==> src/rtl/conv_seq_controller.sv <==
// conv_seq_controller: sequences a valid-mode KxK convolution walk, waits out MAC latency, hands off each result
// Ports:
//   clk, rst_n                 clock, asynchronous active-low reset
//   start, abort               frame start pulse (IDLE only), soft cancel
//   valid_in / in_ready        tap handshake from the window feeder
//   mac_en, acc_clear, tap_idx MAC array controls and current tap index
//   out_valid / out_ready      result handshake to the writer, tagged by out_row/out_col
//   busy, done                 frame activity and one-cycle completion pulse
module conv_seq_controller #(
  parameter int IMG_W = 8,
  parameter int IMG_H = 8,
  parameter int K = 3,
  parameter int MAC_LAT = 2,
  localparam int NT = K * K,
  localparam int TW = NT > 1 ? $clog2(NT) : 1,
  localparam int RW = (IMG_H - K + 1) > 1 ? $clog2(IMG_H - K + 1) : 1,
  localparam int CW = (IMG_W - K + 1) > 1 ? $clog2(IMG_W - K + 1) : 1,
  localparam int DW = MAC_LAT > 1 ? $clog2(MAC_LAT) : 1
) (
  input  logic          clk,
  input  logic          rst_n,
  input  logic          start,
  input  logic          abort,
  input  logic          valid_in,
  output logic          in_ready,
  output logic          mac_en,
  output logic          acc_clear,
  output logic [TW-1:0] tap_idx,
  output logic          out_valid,
  input  logic          out_ready,
  output logic [RW-1:0] out_row,
  output logic [CW-1:0] out_col,
  output logic          busy,
  output logic          done
);
  typedef enum logic [2:0] {IDLE, ACCUM, DRAIN, OUTPUT, DONE} state_t;
  state_t state_q, state_d;
  logic [TW-1:0] tap_q, tap_d;
  logic [RW-1:0] row_q, row_d;
  logic [CW-1:0] col_q, col_d;
  logic [DW-1:0] drn_q, drn_d;
  logic last_tap, last_col, last_row, drn_last;
  assign last_tap = tap_q == TW'(NT - 1);
  assign last_col = col_q == CW'(IMG_W - K);
  assign last_row = row_q == RW'(IMG_H - K);
  assign drn_last = drn_q == DW'(MAC_LAT - 1);
  always_ff @(posedge clk or negedge rst_n) begin
    if (!rst_n) begin
      state_q <= IDLE;
      tap_q <= '0;
      row_q <= '0;
      col_q <= '0;
      drn_q <= '0;
    end else begin
      state_q <= state_d;
      tap_q <= tap_d;
      row_q <= row_d;
      col_q <= col_d;
      drn_q <= drn_d;
    end
  end
  // abort outranks everything; in IDLE the counters are already zero, so it is a no-op there
  always_comb begin
    state_d = state_q;
    tap_d = tap_q;
    row_d = row_q;
    col_d = col_q;
    drn_d = drn_q;
    if (abort) begin
      state_d = IDLE;
      tap_d = '0;
      row_d = '0;
      col_d = '0;
      drn_d = '0;
    end else begin
      case (state_q)
        IDLE: if (start) begin
          state_d = ACCUM;
          tap_d = '0;
          row_d = '0;
          col_d = '0;
        end
        ACCUM: if (valid_in) begin
          tap_d = last_tap ? '0 : tap_q + 1'b1;
          if (last_tap) state_d = MAC_LAT == 0 ? OUTPUT : DRAIN;
        end
        DRAIN: begin
          drn_d = drn_last ? '0 : drn_q + 1'b1;
          if (drn_last) state_d = OUTPUT;
        end
        OUTPUT: if (out_ready) begin
          if (last_row && last_col) state_d = DONE;
          else begin
            state_d = ACCUM;
            col_d = last_col ? '0 : col_q + 1'b1;
            row_d = last_col ? row_q + 1'b1 : row_q;
          end
        end
        DONE: begin
          state_d = IDLE;
          row_d = '0;
          col_d = '0;
        end
        default: state_d = IDLE;
      endcase
    end
  end
  assign in_ready = state_q == ACCUM;
  assign mac_en = valid_in & in_ready;
  assign acc_clear = mac_en & (tap_q == '0);
  assign tap_idx = tap_q;
  assign out_valid = state_q == OUTPUT;
  assign out_row = row_q;
  assign out_col = col_q;
  assign busy = state_q != IDLE;
  assign done = state_q == DONE;
endmodule

==> config.mk <==
export PLATFORM = sky130hd
export DESIGN_NAME = conv_seq_controller
export DESIGN_NICKNAME = d
export VERILOG_FILES = /design/src/rtl/conv_seq_controller.sv
export SDC_FILE = /design/constraint.sdc
export NUM_CORES = 1
export LEC_CHECK = 0
export BUFFER_PORTS_ARGS = -buffer_cell sky130_fd_sc_hd__buf_2
export CAP_MARGIN = 20
export CORE_MARGIN = 3
export CORE_UTILIZATION = 25
export DETAILED_ROUTE_END_ITERATION = 16
export GPL_ROUTABILITY_DRIVEN = 0
export MAX_ROUTING_LAYER = met4
export PLACE_DENSITY_LB_ADDON = 0.15
export SLEW_MARGIN = 30
export SYNTH_ARGS = -nofsm -noshare
export SYNTH_HDL_FRONTEND = slang
export SYNTH_SLANG_ARGS = --single-unit
==> constraint.sdc <==
create_clock -name clk -period 1.7 [get_ports clk]
set_input_delay 0.085 -clock clk [delete_from_list [all_inputs] [get_ports clk]]
set_output_delay 0.085 -clock clk [all_outputs]
set_load 0.005 [all_outputs]
==> impl_metrics.yaml, run 1 <==
status:
  run_status: "complete, no violations"
sta:
  post-route-min-period_ns: 1.61
  max_freq_mhz: 621
  grt_setup_unrepaired: "true"
  worst_hold_slack_ns: 0.127
  tightestPinTransition_ns: 0.410
  maxSlewHeadroom_pct: 72.3
  final_skew_ns: 0.00390
  final.period_utilization_pct: 94.7
  finalSetupViolations: 0
  timing_hold_violations_final: 0
  timing.final.max_slew_violations: 0
floorplanning:
  die_width_um: 65.9
  dieHeight_um: 65.9
  die_area_um2: 4340
  initial_utilization_pct: 26.4
  core_area_um2: 3390
  io_pins: 22
  std_cell_rows: 21
setup_path:
  critical_path_peak_fanout: 6
  critical-path-slowest-cell: "sky130_fd_sc_hd__dfrtp_1"
  start_of_the_worst_register_to_register_path: "state_q[0]$_DFFE_PN0P_"
  crit-reg2reg-capture: "out_row[2]$_DFFE_PN0P_"
  timing.critical_path.max_delay_family: "compound AO/OA/AOI/OAI gates"
  critical_path_depth: 6
  worstSetupEndpointType: "flop"
  critical_path.max_stage_delay_ns: 0.39
  timing.critical_path.cells: "buf_4, or3_4, a211oi_4, a21oi_1, buf_4, a31oi_1"
  r2r.worst_path.cells: 6
  path_buf_inv: 2
  startpoint_type: "flop"
  setup.reg_to_reg.worst_slack_ns: 0.09
  crit_top_cell: "sky130_fd_sc_hd__buf_4"
  worst-setup-path-type: "reg2reg"
  timing.critical_path.required_ns: 1.92
  critPathArrivalTime_ns: 1.83
cts:
  worst_skew_pair.late_latency_ns: 0.29
  cts-buffers-inserted: 3
  numClockSinks: 14
  cts-root-buf: "sky130_fd_sc_hd__clkbuf_4"
  cts_tree: "done"
  cts_max_level: 1
  ctsLongestPathBuffers: 2
  clk_pin_slew_worst_paths_ns: 0.10
synth:
  sequential_cell_area_fraction_in_the_yosys_report_pct: 39.1
  synth-edff-count: 0
  synth.most_common_cell: "sky130_fd_sc_hd__dfrtp_1"
  synth.cells.most_frequent: "sky130_fd_sc_hd__dfrtp_1, sky130_fd_sc_hd__inv_1, sky130_fd_sc_hd__nand2_1, sky130_fd_sc_hd__nor2_1"
  synthDominantAreaCellType: "sky130_fd_sc_hd__dfrtp_1"
  post_synth.cell_area_avg_um2: 8.87
  synth.ff_latch_count: 14
  synthCells: 101
  yosys_warnings: 0
  yosysUniqueCellTypes: 36
  share_of_synthesized_registers_carrying_an_async_set_or_reset_pct: 100
  area_share_of_the_leading_cell_type_in_the_synthesized_netlist_pct: 39.1
  synth_flop_cell: "sky130_fd_sc_hd__dfrtp_1"
  synth.net_count: 111
  synth.area.top_cells: "sky130_fd_sc_hd__dfrtp_1, sky130_fd_sc_hd__ha_1, sky130_fd_sc_hd__and2_1"
  syn_area_um2: 896
pwr:
  swShare_pct: 27.0
  power_report.internal_total_w: 0.000513
  sequentialPowerShare_pct: 48.9
  power.share.clock_pct: 37.4
  comb_power_share_pct: 13.7
  power_leakage_nw: 0.562
  power-per-cell-area_nw_per_um2: 587
  vdd_ir_drop_max_mv: 0.456
  post-layout-total-power_w: 0.000703
  net-switching-power_w: 0.000190
layout:
  postLayoutCellArea_um2: 1200
  layout.nets: 141
  num-fill-cells: 359
  multiInputGateArea_um2: 537
  antenna_cells: 0
  area_delta_synth_final_pct: 33.8
  post_route_cells_drive_above_1_share_pct: 32.3
  sequential_cell_area_um2: 350
hold_path:
  hp-class: "in2reg"
  worstHoldEndpoint: "state_q[1]$_DFFE_PN0P_"
  timing.hold.worst_path_depth: 3
  worstHoldStart: "out_ready"
drt:
  drc_errors: 0
  total_length_of_routed_wires_um: 2320
  drtIter0Drc: 60
  avgRoutedWirePerCell_um: 13.2
  dr.pass1.iters: 4
  num_vias: 839
  post_dr_vias_cell: 4.77
  ant_nets: 0
global_routing:
  grt_util_all_layers_pct: 11.9
  grt_pass1_vias: 842
  globalRouteOverflowTotal: 0
  initial_antenna_violation_count: 0
  maximum_number_of_pins_on_one_net_before_global_route_repair: 16
  grt_first_pass_wirelength_um: 3840
place:
  dpl.hpwl_um: 1710
  placement.io_buffers: 21
  area_post_placement_um2: 1090
job:
  drv_cap: 0
==> cells in the final DEF, fill, tap and decap left out, types with 3 or more instances in the layout <==
cell type / n
sky130_fd_sc_hd__buf_2: 21
sky130_fd_sc_hd__dfrtp_1: 14
sky130_fd_sc_hd__inv_1: 8
sky130_fd_sc_hd__nor2_1: 7
sky130_fd_sc_hd__nand2_1: 7
sky130_fd_sc_hd__buf_4: 7
sky130_fd_sc_hd__nand3_1: 5
sky130_fd_sc_hd__a21oi_1: 5
sky130_fd_sc_hd__o21ai_0: 5
sky130_fd_sc_hd__and2_1: 4
sky130_fd_sc_hd__ha_1: 4
sky130_fd_sc_hd__nand3b_1: 3
sky130_fd_sc_hd__xnor2_1: 3
sky130_fd_sc_hd__clkbuf_4: 3
==> power by group through the flow <==
stage	clock network, W	logic [W]	registers (W)
global placement	0	0.0000833	0.000352
CTS	0.000270	0.0000899	0.000344
detailed placement	0	0.0000818	0.000352
floorplan	0	0.0000434	0.000351
finish	0.000263	0.0000965	0.000344
global route	0.000285	0.000108	0.000345
==> timing repair <==
action | 4_1_cts | 5_1_grt
resized for setup | 2 | 6
buffers inserted | 2 | 1
pin swaps | 0 | 3
hold buffers | 1 | 0
endpoints found under the setup margin | 1 | 8
hold endpoints to repair | 14 | 0
==> worst min-delay path, cell delays in order <==
cell and delay, ns:
sky130_fd_sc_hd__buf_2 0.11, sky130_fd_sc_hd__a311oi_1 0.09, sky130_fd_sc_hd__o21a_1 0.10
==> worst max-delay path by stage <==
stage | endpoint | slack, ns | from
2_1_floorplan | out_row[1]$_DFFE_PN0P_ | 0.30 | state_q[1]$_DFFE_PN0P_
3_3_place_gp | out_row[1]$_DFFE_PN0P_ | 0.16 | state_q[0]$_DFFE_PN0P_
3_5_place_dp | out_row[1]$_DFFE_PN0P_ | 0.14 | state_q[0]$_DFFE_PN0P_
4_1_cts | acc_clear | 0.05 | state_q[2]$_DFFE_PN0P_
5_1_grt | acc_clear | -0.01 | state_q[0]$_DFFE_PN0P_
6_report | out_row[2]$_DFFE_PN0P_ | 0.09 | state_q[0]$_DFFE_PN0P_
==> sequential cells by signal, summed over array words and instances (netlist names) <==
register  count
out_row       3
out_col       3
state_q       3
tap_idx       4
drn_last      1
==> through the flow <==
stage	TNS (ns)	cells	utilization (%)	worst slack, ns
2_1_floorplan	0	101	-	0.303
3_3_place_gp	0	168	32.1	0.163
3_5_place_dp	0	168	32.1	0.145
4_1_cts	0	175	34.2	0.0492
5_1_grt	-0.0143	176	35.4	-0.0143
6_report	0	176	35.4	0.0894
==> cell type report <==
type | instances | area share [%]
clock buffers | 4 | 3.03
inverters | 8 | 2.51
multi-input cells | 74 | 44.8
flip-flops and latches | 14 | 29.2
well taps | 46 | 4.80
repair buffers | 30 | 15.7
==> logic make-up after synthesis <==
family / synth area share, %
compound gates: 17.0
xor+xnor: 2.93
fa+ha+maj: 5.59
buf+inv: 5.73
flops: 39.1
mux: 1.26
simple gates: 28.4
==> per-layer routing <==
layer / up-vias / GRT usage, % / wire length, um
li1: 421 / - / -
met1: 389 / 14.3 / 1120
met2: 25 / 19.4 / 1030
met3: 4 / 3.74 / 137
met4: 0 / 2.59 / 31
met5: - / - / 0
Note: power is estimated with default switching activity, not from simulation.
==> inputs of run 2 (changes only) <==
- BUFFER_PORTS_ARGS: -buffer_cell sky130_fd_sc_hd__buf_2 -> not set
- DONT_BUFFER_PORTS: not set -> 1
- TNS_END_PERCENT: not set -> 50
==> impl_metrics.yaml, run 2 (synthesis gave the netlist of run 1 again) <==
global_routing:
  initial_antenna_violation_count: 0
  grt_util_all_layers_pct: 12.2
  maximum_number_of_pins_on_one_net_before_global_route_repair: 16
  grt_first_pass_wirelength_um: 3880
  grt_pass1_vias: 835
  globalRouteOverflowTotal: 0
drt:
  dr.pass1.iters: 4
  avgRoutedWirePerCell_um: 14.3
  num_vias: 790
  ant_nets: 0
  drc_errors: 0
  drtIter0Drc: 30
  post_dr_vias_cell: 4.97
  total_length_of_routed_wires_um: 2270
floorplanning:
  die_area_um2: 4340
  die_width_um: 65.9
  initial_utilization_pct: 26.4
  std_cell_rows: 21
  io_pins: 22
  dieHeight_um: 65.9
  core_area_um2: 3390
cts:
  cts_tree: "done"
  post_cts_buffers: 0
  numClockSinks: 14
  worst_skew_pair.late_latency_ns: 0.28
  cts_max_level: 1
  cts-buffers-inserted: 3
  ctsLongestPathBuffers: 2
  clk_pin_slew_worst_paths_ns: 0.09
  cts-root-buf: "sky130_fd_sc_hd__clkbuf_4"
sta:
  worst_hold_slack_ns: 0.0164
  final.period_utilization_pct: 92.7
  grt_setup_unrepaired: "false"
  final.setup.tns_ns: 0
  timing.final.max_slew_violations: 0
  timing_hold_violations_final: 0
  post-route-min-period_ns: 1.58
  finalSetupViolations: 0
  maxSlewHeadroom_pct: 52.9
  final_skew_ns: 0.000894
  max_freq_mhz: 634
  tightestPinTransition_ns: 0.705
hold_path:
  worstHoldStart: "abort"
  hp-class: "in2reg"
pwr:
  power_report.internal_total_w: 0.000457
  sequentialPowerShare_pct: 56.4
  swShare_pct: 26.0
  comb_power_share_pct: 12.1
  power-per-cell-area_nw_per_um2: 567
  post-layout-total-power_w: 0.000618
  net-switching-power_w: 0.000160
  vdd_ir_drop_max_mv: 0.239
  power_leakage_nw: 0.466
  power.share.clock_pct: 31.5
setup_path:
  worstSetupEndpointType: "flop"
  startpoint_type: "flop"
  timing.critical_path.cells: "or3_1, a211oi_2, a21oi_1, buf_4, o221ai_1"
  critical_path_peak_fanout: 7
  worst-setup-path-type: "reg2reg"
  timing.critical_path.required_ns: 1.90
  critical_path.max_stage_delay_ns: 0.46
  critical-path-slowest-cell: "sky130_fd_sc_hd__dfrtp_2"
  critPathArrivalTime_ns: 1.78
  start_of_the_worst_register_to_register_path: "state_q[0]$_DFFE_PN0P_"
  crit_start: "state_q[0]$_DFFE_PN0P_"
layout:
  multiInputGateArea_um2: 514
  sequential_cell_area_um2: 352
  layout.cells.most_common: "sky130_fd_sc_hd__dfrtp_1"
  antenna_cells: 0
  layout.nets: 125
  num-fill-cells: 363
  mostFrequentLayoutCells: "sky130_fd_sc_hd__dfrtp_1, sky130_fd_sc_hd__buf_4, sky130_fd_sc_hd__inv_1"
  area_delta_synth_final_pct: 21.5
  largest_reg_flops: 4
  post_route_cells_drive_above_1_share_pct: 16.8
place:
  placement.io_buffers: 0
  dpl.hpwl_um: 1660
status:
  run_status: "complete, no violations"
job:
  drv_cap: 0
==> run 2: changes by cell type in the layout (fill, tap and decap cells not counted), sizes merged <==
cell,change
buf,-18
dlygate4sd3,+2
clkbuf,-1
==> run 2: power groups by stage <==
stage	Combinational, W	Sequential [W]	Clock [W]
floorplan	0.0000434	0.000351	0
global placement	0.0000579	0.000354	0
detailed placement	0.0000578	0.000355	0
CTS	0.0000766	0.000348	0.000206
global route	0.0000856	0.000350	0.000226
finish	0.0000749	0.000348	0.000195
==> run 2: timing repair <==
action	in CTS	in global routing
endpoints found under the hold margin	19	0
gates resized for setup	3	1
hold buffers	3	0
setup endpoints to repair	1	1
pin swaps	0	1
==> run 2: through the flow <==
stage               util [%]  cells  setup slack (ns)  area (um^2)
detailed placement      29.9    153             0.121         1010
global route            32.1    159           0.00478         1090
CTS                     32.1    159            0.0449         1090
floorplan                  -    101             0.303          896
global placement        29.9    153             0.116         1010
finish                  32.1    159             0.123         1090
==> run 2: layout make-up <==
| type | instances | share of cell area (%) |
|---|---|---|
| Clock buffer | 3 | 2.07 |
| Inverter | 8 | 2.76 |
| Multi-Input combinational cell | 74 | 47.2 |
| Sequential cell | 14 | 32.3 |
| Tap cell | 46 | 5.29 |
| Timing Repair Buffer | 14 | 10.3 |
==> run 2: path summary, 6_finish.rpt <==
path / cells past startpoint / slack [ns] / end
max reg2reg: 5 / 0.12 / out_row[1]$_DFFE_PN0P_
max: 5 / 0.12 / out_row[1]$_DFFE_PN0P_
min reg2reg: 1 / 0.54 / out_row[2]$_DFFE_PN0P_
min: 3 / 0.02 / tap_idx[1]$_DFFE_PN0P_
min in group asynchronous: 1 / 0.29 / out_col[2]$_DFFE_PN0P_
max in group asynchronous: 1 / 0.93 / state_q[0]$_DFFE_PN0P_
==> run 2: worst max-delay path: cells and delay by family, from the launching register on <==
| family | cells | cell delay (ns) |
|---|---|---|
| AO/OA/AOI/OAI | 3 | 0.50 |
| buffers and inverters | 1 | 0.16 |
| flip-flops | 1 | 0.46 |
| AND/OR/NAND/NOR | 1 | 0.37 |
==> run 2: metal layers <==
layer	vias up	share of wire, %	GRT usage [%]
met2	22	43	17.8
met3	2	7.3	5.10
li1	387	-	-
met5	-	0	-
met1	379	49	15.4
met4	0	0.84	3.37
